==> src/rtl/keypad_pkg.sv <==
// -----------------------------------------------------------------------------
// keypad_pkg
// Shared definitions for the 4x4 matrix keypad scanner:
//   - state_e  : scanner FSM states (SCAN, DEBOUNCE, HELD)
//   - KEY_MAP  : key code per [row][col], row-major
//                1 2 3 A / 4 5 6 B / 7 8 9 C / E(*) 0 F(#) D
//   - width constants and small column-decode helpers
// -----------------------------------------------------------------------------
package keypad_pkg;

  localparam int ROWS  = 4;
  localparam int COLS  = 4;
  localparam int KEY_W = 4;
  localparam int IDX_W = 2;

  typedef enum logic [1:0] {
    SCAN     = 2'd0,
    DEBOUNCE = 2'd1,
    HELD     = 2'd2
  } state_e;

  localparam logic [KEY_W-1:0] KEY_MAP [ROWS][COLS] = '{
    '{4'h1, 4'h2, 4'h3, 4'hA},
    '{4'h4, 4'h5, 4'h6, 4'hB},
    '{4'h7, 4'h8, 4'h9, 4'hC},
    '{4'hE, 4'h0, 4'hF, 4'hD}
  };

  // Columns are active-low: true when exactly one column is pulled down.
  function automatic logic one_low(input logic [COLS-1:0] v);
    return $countones(~v) == 1;
  endfunction

  // Index of the (single) low column.
  function automatic logic [IDX_W-1:0] low_index(input logic [COLS-1:0] v);
    logic [IDX_W-1:0] idx;
    idx = '0;
    for (int i = 0; i < COLS; i++) begin
      if (!v[i]) idx = IDX_W'(i);
    end
    return idx;
  endfunction

endpackage

==> src/rtl/keypad_scanner_if.sv <==
// -----------------------------------------------------------------------------
// keypad_scanner_if
// Pin-side and lock-FSM-side signals of the keypad scanner.
//   row          : row drive, active-low, one-cold
//   col          : column sense, active-low, asynchronous
//   keyboard_num : code of the last accepted key
//   keyboard_en  : one-clock pulse per accepted key
//   key_held     : high while the accepted key is still down
// master = scanner side, slave = board/consumer side.
// -----------------------------------------------------------------------------
interface keypad_scanner_if;
  import keypad_pkg::*;

  logic [ROWS-1:0]  row;
  logic [COLS-1:0]  col;
  logic [KEY_W-1:0] keyboard_num;
  logic             keyboard_en;
  logic             key_held;

  modport master (
    output row, keyboard_num, keyboard_en, key_held,
    input  col
  );

  modport slave (
    input  row, keyboard_num, keyboard_en, key_held,
    output col
  );
endinterface

==> src/rtl/keypad_scanner_counter.sv <==
// -----------------------------------------------------------------------------
// counter
// Free-running wrap counter used as the scan tick divider.
//   clk, rst : clock, synchronous active-low reset
//   cnt_inc  : advance enable
//   cnt_end  : high for the cycle in which the count equals MAX (wraps to 0)
// -----------------------------------------------------------------------------
module counter #(
  parameter int          W   = 18,
  parameter int unsigned MAX = 200000 - 1
) (
  input  logic clk,
  input  logic rst,
  input  logic cnt_inc,
  output logic cnt_end
);

  logic [W-1:0] cnt;

  assign cnt_end = cnt_inc && (cnt == W'(MAX));

  // NOTE: sequential state is updated with <= only, so every flop samples the
  // pre-edge value of every other flop regardless of statement order.
  always_ff @(posedge clk) begin
    if (!rst)         cnt <= '0;
    else if (cnt_inc) cnt <= cnt_end ? '0 : cnt + W'(1);
  end

endmodule

==> src/rtl/keypad_scanner.sv <==
// -----------------------------------------------------------------------------
// keypad_scanner
// Scans a 4x4 active-low matrix keypad one row per tick, debounces press and
// release, and emits one registered keyboard_num/keyboard_en pulse per
// accepted key.
//   clk : system clock
//   rst : synchronous, active-low reset
//   kp  : keypad_scanner_if.master (row, col, keyboard_num, keyboard_en,
//         key_held)
// Optional feature: define KEYPAD_AUTOREPEAT_EN to re-pulse the held key every
// REPEAT_SCANS ticks.
// -----------------------------------------------------------------------------
module keypad_scanner
  import keypad_pkg::*;
#(
  parameter int unsigned SCAN_DIV       = 200000 - 1,
  parameter int          CNT_W          = 18,
  parameter int unsigned DEBOUNCE_SCANS = 4,
  parameter int unsigned REPEAT_SCANS   = 64
) (
  input logic              clk,
  input logic              rst,
  keypad_scanner_if.master kp
);

  if (DEBOUNCE_SCANS < 1 || REPEAT_SCANS < 1 || SCAN_DIV >= (64'd1 << CNT_W))
  begin : g_bad_cfg
    $error("keypad_scanner: invalid parameter set");
  end

  // One spare bit so the incremented count never wraps before the compare.
  localparam int DB_W = $clog2(DEBOUNCE_SCANS + 1) + 1;
  localparam logic [DB_W-1:0] DB_TARGET = DB_W'(DEBOUNCE_SCANS);

  logic             tick;
  logic [COLS-1:0]  col_m, col_s;
  state_e           state_q, state_d;
  logic [IDX_W-1:0] r_q, r_d, c_q, c_d;
  logic [COLS-1:0]  pat_q, pat_d;
  logic [DB_W-1:0]  press_q, press_d, rel_q, rel_d;
  logic             accept;

`ifdef KEYPAD_AUTOREPEAT_EN
  localparam int RP_W = $clog2(REPEAT_SCANS + 1);
  localparam logic [RP_W-1:0] RP_TARGET = RP_W'(REPEAT_SCANS);
  logic [RP_W-1:0] rep_q, rep_d;
`endif

  counter #(.W(CNT_W), .MAX(SCAN_DIV)) u_div (
    .clk     (clk),
    .rst     (rst),
    .cnt_inc (1'b1),
    .cnt_end (tick)
  );

  // NOTE: every signal written here gets a default before any branch, so no
  // path leaves it unassigned and no latch is inferred.
  always_comb begin
    state_d = state_q;
    r_d     = r_q;
    c_d     = c_q;
    pat_d   = pat_q;
    press_d = press_q;
    rel_d   = rel_q;
    accept  = 1'b0;
`ifdef KEYPAD_AUTOREPEAT_EN
    rep_d   = rep_q;
`endif
    if (tick) begin
      unique case (state_q)
        SCAN: begin
          if (one_low(col_s)) begin
            // Row pointer stays frozen on the pressed row until release.
            c_d     = low_index(col_s);
            pat_d   = col_s;
            press_d = DB_W'(1);
            state_d = DEBOUNCE;
          end else begin
            r_d = r_q + IDX_W'(1);
          end
        end
        DEBOUNCE: begin
          if (col_s == pat_q) begin
            if (press_q + DB_W'(1) >= DB_TARGET) begin
              accept  = 1'b1;
              press_d = '0;
              rel_d   = '0;
              state_d = HELD;
`ifdef KEYPAD_AUTOREPEAT_EN
              rep_d   = '0;
`endif
            end else begin
              press_d = press_q + DB_W'(1);
            end
          end else begin
            press_d = '0;
            r_d     = r_q + IDX_W'(1);
            state_d = SCAN;
          end
        end
        HELD: begin
          if (&col_s) begin
            if (rel_q + DB_W'(1) >= DB_TARGET) begin
              rel_d   = '0;
              r_d     = r_q + IDX_W'(1);
              state_d = SCAN;
            end else begin
              rel_d = rel_q + DB_W'(1);
            end
`ifdef KEYPAD_AUTOREPEAT_EN
            rep_d = '0;
`endif
          end else begin
            rel_d = '0;
`ifdef KEYPAD_AUTOREPEAT_EN
            if (rep_q + RP_W'(1) == RP_TARGET) begin
              accept = 1'b1;
              rep_d  = '0;
            end else begin
              rep_d = rep_q + RP_W'(1);
            end
`endif
          end
        end
        default: state_d = SCAN;
      endcase
    end
  end

  // NOTE: all state, including the synchronizer, is reset so a reset in
  // DEBOUNCE or HELD cleanly discards the key; KEY_MAP is a constant, not a
  // memory, and needs no reset.
  always_ff @(posedge clk) begin
    if (!rst) begin
      col_m           <= '1;
      col_s           <= '1;
      state_q         <= SCAN;
      r_q             <= '0;
      c_q             <= '0;
      pat_q           <= '1;
      press_q         <= '0;
      rel_q           <= '0;
      kp.row          <= 4'b1110;
      kp.keyboard_num <= '0;
      kp.keyboard_en  <= 1'b0;
      kp.key_held     <= 1'b0;
`ifdef KEYPAD_AUTOREPEAT_EN
      rep_q           <= '0;
`endif
    end else begin
      col_m          <= kp.col;
      col_s          <= col_m;
      state_q        <= state_d;
      r_q            <= r_d;
      c_q            <= c_d;
      pat_q          <= pat_d;
      press_q        <= press_d;
      rel_q          <= rel_d;
      kp.row         <= ~(4'b0001 << r_d);
      kp.keyboard_en <= accept;
      kp.key_held    <= (state_d == HELD);
      if (accept) kp.keyboard_num <= KEY_MAP[r_q][c_q];
`ifdef KEYPAD_AUTOREPEAT_EN
      rep_q          <= rep_d;
`endif
    end
  end

endmodule
==> src/flat_wrapper.sv <==
// flat-port wrapper written by rule: the top's interface ports become plain ports
module keypad_scanner_flat import keypad_pkg::*;
#(
  parameter int unsigned SCAN_DIV       = 200000 - 1,
  parameter int          CNT_W          = 18,
  parameter int unsigned DEBOUNCE_SCANS = 4,
  parameter int unsigned REPEAT_SCANS   = 64
)
  (clk, rst, kp_row, kp_keyboard_num, kp_keyboard_en, kp_key_held, kp_col);
  keypad_scanner_if kp_i ();
  input logic clk;
  input logic rst;
  output wire logic [$bits(kp_i.row)-1:0] kp_row;
  output wire logic [$bits(kp_i.keyboard_num)-1:0] kp_keyboard_num;
  output wire logic [$bits(kp_i.keyboard_en)-1:0] kp_keyboard_en;
  output wire logic [$bits(kp_i.key_held)-1:0] kp_key_held;
  input wire logic [$bits(kp_i.col)-1:0] kp_col;
  assign kp_row = kp_i.row;
  assign kp_keyboard_num = kp_i.keyboard_num;
  assign kp_keyboard_en = kp_i.keyboard_en;
  assign kp_key_held = kp_i.key_held;
  assign kp_i.col = kp_col;
  keypad_scanner #(.SCAN_DIV(SCAN_DIV), .CNT_W(CNT_W), .DEBOUNCE_SCANS(DEBOUNCE_SCANS), .REPEAT_SCANS(REPEAT_SCANS)) u_core (.clk(clk), .rst(rst), .kp(kp_i));
endmodule
==> config.mk <==
export PLATFORM = sky130hd
export DESIGN_NAME = keypad_scanner_flat
export DESIGN_NICKNAME = d
export VERILOG_FILES = /design/src/rtl/keypad_pkg.sv /design/src/rtl/keypad_scanner_if.sv /design/src/rtl/keypad_scanner_counter.sv /design/src/rtl/keypad_scanner.sv /design/src/flat_wrapper.sv
export SDC_FILE = /design/constraint.sdc
export NUM_CORES = 1
export LEC_CHECK = 0
export CORE_ASPECT_RATIO = 1.25
export CORE_MARGIN = 8
export CORE_UTILIZATION = 30
export CTS_CLUSTER_SIZE = 8
export DETAILED_ROUTE_END_ITERATION = 10
export HOLD_SLACK_MARGIN = 0.02
export PLACE_DENSITY = 0.57
export SLEW_MARGIN = 20
export SYNTH_ARGS = -nofsm -noshare
export SYNTH_HDL_FRONTEND = slang
export SYNTH_SLANG_ARGS = --single-unit
==> constraint.sdc <==
create_clock -name clk -period 6.14 [get_ports clk]
set_input_delay 0.921 -clock clk [delete_from_list [all_inputs] [get_ports clk]]
set_output_delay 0.921 -clock clk [all_outputs]
set_load 0.05 [all_outputs]
== Word-level counts from Yosys, hierarchy flattened ==
Cells that the tools add are included.
Widths: inputs -> output; s select.

* Bits in registers: 54
* Bits in latches: 0
* RAM bits: 0
* Bits in read-only memories: 0
* Bits of input ports: 6
* Memories kept: 0

* Add/sub/neg operators: 7
* Multipliers: 0
* Divide/modulo/power cells: 0
* Order comparisons: 4
* Equal/unequal tests: 9
* Shifts and indexed selects: 1
* Multiplexer cells: 35
* Bitwise gates (word level): 5
* Reduce and logical (&&, ||, !) cells: 8

{| class="wikitable"
|+ Operator list
! operator !! count
|-
| $mux 4 || 9
|-
| $add 32x32->32 || 1
|-
| $bmux 16 s2 || 1
|-
| $eq 32x2->1 const B || 1
|-
| $mux 16 || 2
|-
| $mux 2 || 13
|-
| $add 18x1->18 const B || 1
|-
| $eq 18x18->1 const B || 1
|-
| $pmux 4 s2 || 2
|-
| $pmux 2 s3 || 2
|-
| $add 4x1->4 const B || 2
|-
| $bmux 4 s2 || 1
|-
| $ge 4x3->1 const B || 2
|-
| $not 4->4 || 2
|-
| $reduce_and 4->1 || 2
|-
| $ge 3x3->1 const B || 2
|-
| $ne 2x1->1 const B || 3
|-
| $not 2->3 || 2
|-
| $reduce_and 3->1 || 2
|-
| $mux 1 || 5
|-
| $add 1x1->2 || 2
|-
| $eq 2x2->1 const B || 2
|-
| $eq 4x4->1 || 1
|-
| $reduce_bool 2->1 || 2
|-
| 6 further kinds || 6
|}

== Depth between registers and ports, before layout ==
Gate-level depths: netlist of run 1.

* Depth in word-level cells: 9
* Depth in mapped cells: 10

== Cells and area by module ==
From an unflattened synthesis of run 1, not the netlist that was laid out.

* Cells, all modules: 296
* Area, all modules: 2700.1 um2

{| class="wikitable"
|+ Modules (own cells, without submodules)
! module !! instances !! cells an instance !! area each (um2)
|-
| keypad_scanner || 1 || 197 || 1794.2
|-
| counter || 1 || 99 || 905.9
|}

== Worst setup path after synthesis of run 1 ==
Ideal clock, no wire load.

* Kind: flip-flop to flip-flop
* Start: register u_core.col_s[0]
* End: register u_core.kp.key_held
* Arrival: 2402 ps
* Slack: 3622 ps
* Cell stages (with the launch flop): 11
* Path buffers: 1
* Clock period less this slack: 2518 ps
* Cells stage by stage: dfxtp_1 -> inv_1 -> ha_1 -> ha_1 -> fa_1 -> nor3b_1 -> nand2_1 -> clkbuf_1 -> nor2_1 -> o22ai_1 -> o211a_1

* Longest elaborated chain between the ends: 8
* Elaborated cells between the ends (all ways): 12
* Classes of those cells: 2 x add/sub; 3 x eq/ne; 5 x mux; 1 x bitwise; 1 x reduce/logical

{| class="wikitable"
|+ Ends and longest elaborated chain
! item !! RTL line !! source
|-
| start: declaration || keypad_scanner.sv:36 || <nowiki>logic [COLS-1:0] col_m, col_s;</nowiki>
|-
| start signal: assignment || keypad_scanner.sv:152 || <nowiki>col_s <= col_m;</nowiki>
|-
| $not 4->4 || keypad_pkg.sv:31 || <nowiki>return $countones(~v) == 1;</nowiki>
|-
| $add 1x1->2 (implied by the code) || keypad_pkg.sv:31 ||
|-
| $add 32x32->32 (implied by the code) || keypad_pkg.sv:31 ||
|-
| $eq 32x2->1 || keypad_pkg.sv:31 ||
|-
| $mux 2 || keypad_scanner.sv:72 || <nowiki>if (one_low(col_s)) begin</nowiki>
|-
| $pmux 2 s3 (*) || keypad_scanner.sv:70 || <nowiki>unique case (state_q)</nowiki>
|-
| $mux 2 (*) || keypad_scanner.sv:69 || <nowiki>if (tick) begin</nowiki>
|-
| $eq 2x2->1 (*) || keypad_scanner.sv:161 || <nowiki>kp.key_held <= (state_d == HELD);</nowiki>
|-
| end signal: assignment || keypad_scanner.sv:161 ||
|-
| end: declaration || keypad_scanner_if.sv:21 || <nowiki>output row, keyboard_num, keyboard_en, key_held,</nowiki>
|}

Every way passes the cells marked *; elsewhere a longest branch is shown, timed or not.
A chain may end at the register's enable or synchronous reset.

== Final worst setup path of run 1 ==
* Start: register u_core.col_s[2]
* End: register u_core.kp.row[3]

* Longest elaborated chain between the ends: 9
* Elaborated cells between the ends (all ways): 13
* Classes of those cells: 2 x add/sub; 2 x eq/ne; 1 x shift; 5 x mux; 2 x bitwise; 1 x reduce/logical

{| class="wikitable"
|+ Ends and longest elaborated chain
! item !! RTL line !! source
|-
| $not 4->4 || keypad_pkg.sv:31 ||
|-
| $add 1x1->2 (implied by the code) || keypad_pkg.sv:31 ||
|-
| $add 32x32->32 (implied by the code) || keypad_pkg.sv:31 ||
|-
| $eq 32x2->1 || keypad_pkg.sv:31 ||
|-
| $mux 2 || keypad_scanner.sv:72 ||
|-
| $pmux 2 s3 (*) || keypad_scanner.sv:70 ||
|-
| $mux 2 (*) || keypad_scanner.sv:69 ||
|-
| $shl 1x2->4 (*) || keypad_scanner.sv:159 || <nowiki>kp.row <= ~(4'b0001 << r_d);</nowiki>
|-
| $not 4->4 (*) || keypad_scanner.sv:159 ||
|-
| end signal: assignment || keypad_scanner.sv:159 ||
|-
| end: declaration || keypad_scanner_if.sv:21 ||
|}

Marked as above.

==> impl_metrics.sql, run 1 <==
INSERT INTO impl_metrics (metric_group, metric, value, unit) VALUES
('timing', 'slew-limit-headroom', '33.4', '%'),
('die', 'rows', '38', ''),
('synth', 'ys.flop_type', 'dfxtp_1', ''),
('synth', 'yosysUniqueCellTypes', '51', ''),
('setup_path', 'worst_setup_path_start_kind', 'flip-flop', ''),
('final_layout', 'final_net_count', '340', ''),
('synth', 'synth_edf_count', '0', ''),
('routing', 'route.antenna.remaining_nets', '0', ''),
('clocking', 'clock_path_buffers', '2', ''),
('synth', 'mux_cell_area_share_after_synthesis', '1.50', '%'),
('final_layout', 'drive_above_1_share', '5.06', '%'),
('clocking', 'htreeDepth', '2', ''),
('run', 'max_cap_viol_count', '0', ''),
('clocking', 'hold_buf_cts', '0', ''),
('die', 'io_pins', '16', ''),
('timing', 'finalSetupViolCount', '0', ''),
('clocking', 'tritoncts.num_buffers', '5', ''),
('placed_design', 'place_hpwl', '3860', 'um'),
('die', 'core-area', '0.00865', 'sq mm'),
('synth', 'yosysWarningCount', '0', ''),
('routing', 'wire_per_inst', '12.1', 'um'),
('pwr', 'cellPowerDensity', '203', 'mW/mm^2'),
('clocking', 'cts.root.buffer_cell', 'clkbuf_8', ''),
('pwr', 'max-vdd-ir-drop', '0.0812', 'mV'),
('clocking', 'cts_repair_resize_count', '0', ''),
('synth', 'synthSimpleGateAreaFrac', '26.2', '%'),
('worst_hold_path', 'hold_class', 'flip-flop to flip-flop', ''),
('clocking', 'clock_insertion_delay_worst_skew', '310', 'ps'),
('final_layout', 'postLayoutCoreUtil', '35.3', '%'),
('timing', 'max_clock_freq', '330', 'MHz'),
('routing', 'drt_first_pass_iters', '5', ''),
('die', 'die_y', '121', 'um'),
('setup_path', 'worst_setup_path_end_kind', 'flip-flop', ''),
('routing', 'vias_after_detailed_routing', '2082', ''),
('synth', 'synth-seq-cells', '54', ''),
('die', 'die_width', '100', 'um'),
('synth', 'ys_async_sr_fraction', '0', '%'),
('final_layout', 'antenna_diode_count', '0', ''),
('synth', 'syn_inst', '301', ''),
('synth', 'synth_sequential_area_ratio', '40.5', '%'),
('timing', 'timing.final.hold_violations', '0', ''),
('pwr', 'power.switching_fraction', '21.7', '%'),
('pwr', 'clock_power_share', '38.1', '%'),
('synth', 'dominant_combinational_cell_family_by_area_after_synthesis', 'simple AND/OR/NAND/NOR gates', ''),
('synth', 'synth_fa_ha_area_share', '9.19', '%'),
('synth', 'syn_area_per_cell', '8.86', 'sq um'),
('global_routing', 'grt_pass1_vias', '1982', ''),
('clocking', 'post-cts-setup-buffers', '0', ''),
('synth', 'synth-xor-area-share', '6.57', '%'),
('placed_design', 'port_buffers', '15', ''),
('die', 'floorplan.initialDensity', '30.8', '%'),
('global_routing', 'global_routing_usage_summed_across_all_routing_layers', '9.21', '%'),
('global_routing', 'grt_start_max_net_pins', '29', ''),
('routing', 'detailedRoute.firstIterationViolations', '116', ''),
('setup_path', 'required', '6320', 'ps'),
('run_status', 'result_of_the_run', 'complete, no violations', ''),
('pwr', 'seq_power_share', '57.5', '%'),
('synth', 'combined_area_of_all_synthesized_cells', '0.00267', 'sq mm'),
('synth', 'synth_area_leaders', 'dfxtp_1 41%, ha_1 8.4%, nor2_1 5.8%, nand2_1 3.7%, xnor2_1 3.6%', ''),
('timing', 'finalClockSkew', '10.2', 'ps'),
('synth', 'yosys.area.top_type_share', '40.5', '%'),
('global_routing', 'overflow', '0', ''),
('placed_design', 'gp_congestion', '0.864', ''),
('timing', 'max_slew_violation_total_from_the_final_report', '0', ''),
('final_layout', 'areaGrowthSynthToFinish', '14.4', '%'),
('routing', 'post-route-drc-count', '0', ''),
('routing', 'post_dr_vias_cell', '4.78', ''),
('timing', 'setup_tns', '0', 'ps'),
('synth', 'synth.most_common_cell', 'dfxtp_1', ''),
('pwr', 'p_switching', '0.134', 'mW'),
('timing', 'tightestPinTransition', '989', 'ps');
cell type report:
cell class	instances	area [sq um]
sequential	54	1080
tap	120	150
clock buffer	6	72.6
timing repair buffer	16	158
multi-input combinational	223	1500
clock inverter	2	37.5
inverter	15	56.3
fill	915	5600
sequential cells by signal, summed over array words and instances (netlist names):
signal / cells
u_core.kp.key_held: 1
u_core.c_q: 2
u_core.col_m: 4
u_core.r_q: 2
u_core.kp.row: 4
u_core.state_q: 2
u_core.col_s: 4
u_core.kp.keyboard_num: 4
u_core.u_div.cnt: 18
u_core.kp.keyboard_en: 1
u_core.pat_q: 4
u_core.press_q: 4
u_core.rel_q: 4
per-stage QoR:
step | instances | setup slack (ps) | power, mW | cell area [sq um]
after floorplan | 301 | 3620 | 0.383 | 2670
after global placement | 428 | 3270 | 0.392 | 2940
after detailed placement | 428 | 3180 | 0.392 | 2940
after CTS | 436 | 3130 | 0.634 | 3050
after global routing | 436 | 2840 | 0.647 | 3050
final | 436 | 3110 | 0.621 | 3050
path summary, 6_finish.rpt:
kind,from,slack (ps),endpoint,cells past startpoint
worst max-delay path,u_core.col_s[2],3110,u_core.kp.row[3],10
worst min-delay path,u_core.col_m[3],420,u_core.col_s[3],1
worst max register to register,u_core.col_s[2],3110,u_core.kp.row[3],10
worst min register to register,u_core.col_m[3],420,u_core.col_s[3],1
kinds of logic (layout without fill, tap and decap cells):
logic type,Yosys count,in the layout
simple gates,130,130
fa+ha+maj,19,19
flops,54,54
compound gates,50,50
mux,4,4
buf+inv,24,39
xor+xnor,20,20
power by group through the flow:
stage	Clock (mW)	Sequential (mW)	Combinational, mW
3_5_place_dp	0	0.365	0.0272
2_1_floorplan	0	0.365	0.0186
5_1_grt	0.258	0.358	0.0305
3_3_place_gp	0	0.365	0.0270
4_1_cts	0.249	0.357	0.0274
6_report	0.237	0.357	0.0270
critical path: stages, from the launching register on:
cell and delay [ps]:
dfxtp_1 420, inv_1 70, ha_1 290, ha_1 200, fa_1 440, nor3b_1 350, nand2_1 320, and4_1 300
a21oi_1 260, and3_1 200, a31oi_1 40
layer usage:
metal,part of all wire [%],GRT usage (%),up-vias
li1,-,-,1073
met1,48,11.7,966
met2,47,15.2,37
met3,4.4,2.30,6
met4,0.85,1.99,0
met5,0,0,-
placed cells by master (no fill, tap or decap), types with 2 or more instances in the layout:
master / instances
nand4_1: 5
a21oi_1: 12
a21o_1: 3
o21ai_0: 10
a211oi_1: 2
nor2_1: 41
nand2_1: 26
and3_1: 11
nand3_1: 12
nand2b_1: 10
ha_1: 18
inv_1: 15
nor2b_1: 3
xnor2_1: 11
mux2i_1: 4
dfxtp_1: 54
nor4_1: 3
and4_1: 2
clkbuf_8: 5
or3_1: 4
and2_1: 3
o22ai_1: 3
o211a_1: 2
clkdlybuf4s50_1: 15
a31oi_1: 4
xor2_1: 9
Note: power is estimated with default switching activity, not from simulation.
==> run 2, diff against run 1 <==
clock period = 2.9 ns   (was 6.14 ns; I/O delays follow)
==> run 2 against run 1 <==
Flip-flop and latch count did not move. Critical endpoint is now u_core.kp.row[2]. Register-to-register slack got worse by 2900 ps. Setup slack got worse by 2900 ps. Largest power group unchanged.
==> impl_metrics.sql, run 2 (synthesized netlist as in run 1, its figures left out) <==
INSERT INTO impl_metrics (metric_group, metric, value, unit) VALUES
('die', 'die_y', '121', 'um'),
('die', 'io_pins', '16', ''),
('setup_path', 'worst_setup_path_end_kind', 'flip-flop', ''),
('pwr', 'power.switching_fraction', '22.8', '%'),
('global_routing', 'grt_start_max_net_pins', '20', ''),
('timing', 'max_clock_freq', '369', 'MHz'),
('die', 'rows', '38', ''),
('final_layout', 'antenna_diode_count', '0', ''),
('setup_path', 'cpMostUsedCell', 'ha_1', ''),
('final_layout', 'top_register', 'u_core.u_div.cnt', ''),
('clocking', 'clock_insertion_delay_worst_skew', '310', 'ps'),
('setup_path', 'worst_setup_path_start_kind', 'flip-flop', ''),
('clocking', 'cts.sink_count', '54', ''),
('global_routing', 'antenna_found_initial', '0', ''),
('final_layout', 'commonest_non_fill_non_tap_cell_in_the_layout', 'dfxtp_1', ''),
('routing', 'route.antenna.remaining_nets', '0', ''),
('routing', 'detailedRoute.firstIterationViolations', '111', ''),
('routing', 'drt_first_pass_iters', '4', ''),
('run', 'max_cap_viol_count', '0', ''),
('clocking', 'post-cts-setup-buffers', '0', ''),
('clocking', 'htreeDepth', '2', ''),
('setup_path', 'slowest_stage', 'fa_1', ''),
('clocking', 'cts_repair_resize_count', '0', ''),
('clocking', 'tritoncts.num_buffers', '5', ''),
('routing', 'met2RoutedLength', '2490', 'um'),
('die', 'die_area', '0.0122', 'sq mm'),
('setup_path', 'number_of_cells_on_the_worst_reg_to_reg_path', '10', ''),
('routing', 'post_dr_vias_cell', '4.80', ''),
('timing', 'finalSetupViolCount', '0', ''),
('timing', 'timing.final.crit_share', '93.5', '%'),
('global_routing', 'global_routing_usage_summed_across_all_routing_layers', '9.22', '%'),
('timing', 'min_period', '2710', 'ps'),
('pwr', 'cellPowerDensity', '410', 'mW/mm^2'),
('pwr', 'post-layout-total-power', '1.26', 'mW'),
('global_routing', 'first_pass_grt_wire_length', '9140', 'um'),
('pwr', 'combPwrFrac', '5.4', '%'),
('worst_hold_path', 'hold_class', 'flip-flop to flip-flop', ''),
('final_layout', 'final-instance-count-excl-fill', '440', ''),
('clocking', 'hold_buf_cts', '0', ''),
('timing', 'rsz0062_at_grt', 'false', ''),
('die', 'core-area', '0.00865', 'sq mm'),
('routing', 'post-route-drc-count', '0', ''),
('clocking', 'cts.reportedPaths.clkPinSlew', '100', 'ps'),
('die', 'die_width', '100', 'um'),
('pwr', 'p_leak', '1.19', 'nW'),
('worst_hold_path', 'worst_hold_path.num_cells', '1', ''),
('setup_path', 'cp.arrival', '2910', 'ps'),
('die', 'floorplan.initialDensity', '30.8', '%'),
('placed_design', 'place_hpwl', '3960', 'um'),
('clocking', 'clock_path_buffers', '2', ''),
('pwr', 'seq_power_share', '60.0', '%'),
('clocking', 'tritoncts', 'built', ''),
('final_layout', 'drive_above_1_share', '6.88', '%'),
('timing', 'slew-limit-headroom', '60.1', '%'),
('placed_design', 'placement.setup.worst_slack', '130', 'ps'),
('timing', 'setup_tns', '0', 'ps'),
('clocking', 'cts.root.buffer_cell', 'clkbuf_8', ''),
('setup_path', 'crit_path_max_fanout', '5', ''),
('routing', 'maxUsedRoutingLayer', 'met4', ''),
('pwr', 'clock_power_share', '34.6', '%'),
('global_routing', 'grt_pass1_vias', '1978', ''),
('placed_design', 'placed_area', '0.00297', 'sq mm'),
('pwr', 'cell_internal_pwr', '0.972', 'mW'),
('setup_path', 'required', '3100', 'ps'),
('final_layout', 'largest_register_ffs', '18', ''),
('timing', 'worst_slack', '189', 'ps'),
('final_layout', 'final_cell_area', '0.00307', 'sq mm'),
('timing', 'max_slew_violation_total_from_the_final_report', '0', ''),
('global_routing', 'overflow', '0', ''),
('routing', 'detail_route.wirelength', '5330', 'um'),
('pwr', 'p_switching', '0.287', 'mW'),
('final_layout', 'mostFrequentLayoutCells', '54 x dfxtp_1, 41 x nor2_1, 26 x nand2_1', ''),
('placed_design', 'gp_congestion', '0.793', ''),
('setup_path', 'crit_chain', 'inv_1 -> ha_1 -> ha_1 -> fa_1 -> nor3b_2 -> buf_4 -> o22a_1 -> a211oi_2 -> nand2_1 -> o32a_1', ''),
('setup_path', 'timing.setup.critical_path_class', 'flip-flop to flip-flop', ''),
('routing', 'wire_per_inst', '12.1', 'um'),
('timing', 'timing.final.hold_violations', '0', ''),
('placed_design', 'port_buffers', '15', ''),
('timing', 'tightestPinTransition', '599', 'ps'),
('placed_design', 'place.detailed.instances', '432', ''),
('run_status', 'result_of_the_run', 'complete, no violations', ''),
('final_layout', 'final_net_count', '344', ''),
('routing', 'vias_after_detailed_routing', '2113', ''),
('final_layout', 'areaGrowthSynthToFinish', '15.2', '%'),
('routing', 'met3RoutedLength', '209', 'um'),
('routing', 'met1_routed_wirelength_after_detailed_routing', '2450', 'um'),
('pwr', 'max-vdd-ir-drop', '0.177', 'mV'),
('setup_path', 'crit_path_max_incr_delay', '510', 'ps'),
('timing', 'finalClockSkew', '9.36', 'ps');
[run 2: cell count changes in the layout (fill, tap and decap cells not counted)]
cell	previous run	this run
buf_4	1	5
bufinv_16	1	0
clkbuf_1	1	0
clkbuf_8	5	6
clkinv_2	0	1
nor3b_1	1	0
nor3b_2	0	1
[run 2: layer usage]
metal | up-vias | global-route usage (%)
met1 | 982 | 10.7
met2 | 37 | 15.1
li1 | 1079 | -
met3 | 15 | 2.30
met4 | 0 | 5.12
met5 | - | 0
[run 2: layout make-up]
type / instances / area, sq um
Fill cell: 918 / 5580
Multi-Input combinational cell: 223 / 1500
Sequential cell: 54 / 1080
Timing Repair Buffer: 20 / 188
Tap cell: 120 / 150
Clock buffer: 6 / 82.6
Inverter: 15 / 56.3
Clock inverter: 2 / 12.5
[run 2: path summary, 6_finish.rpt]
path,endpoint,startpoint,slack [ps]
setup reg to reg,u_core.kp.row[2],u_core.col_s[1],190
hold reg to reg,u_core.col_s[3],u_core.col_m[3],410
setup / recovery,u_core.kp.row[2],u_core.col_s[1],190
hold / removal,u_core.col_s[3],u_core.col_m[3],410
[run 2: metrics by stage]
stage                     hold WS (ps)  utilization, %
after floorplan                    386               -
after global routing               437            35.5
final                              413            35.5
after global placement             391            34.3
after CTS                          416            35.4
after detailed placement           391            34.3
[run 2: critical path: cells and delay by family (launching register included)]
kind	cells	cell delay (ps)
adders and majority gates	3	1000
DFF	1	400
AOI/OAI and AO/OA	3	840
and+or+nand+nor	2	150
buffers and inverters	2	210
[run 2: power groups by stage]
stage / clock network (mW) / logic [mW] / registers [mW]
after floorplan: 0 / 0.0394 / 0.772
after CTS: 0.458 / 0.0675 / 0.756
final: 0.435 / 0.0681 / 0.756
after detailed placement: 0 / 0.0672 / 0.773
after global placement: 0 / 0.0666 / 0.773
after global routing: 0.481 / 0.0756 / 0.758
==> run 3, diff against run 2 <==
CAP_MARGIN = 20   (was not set)
==> results of run 3 <==
Final layout, timing and power as in run 2 (identical DEF).
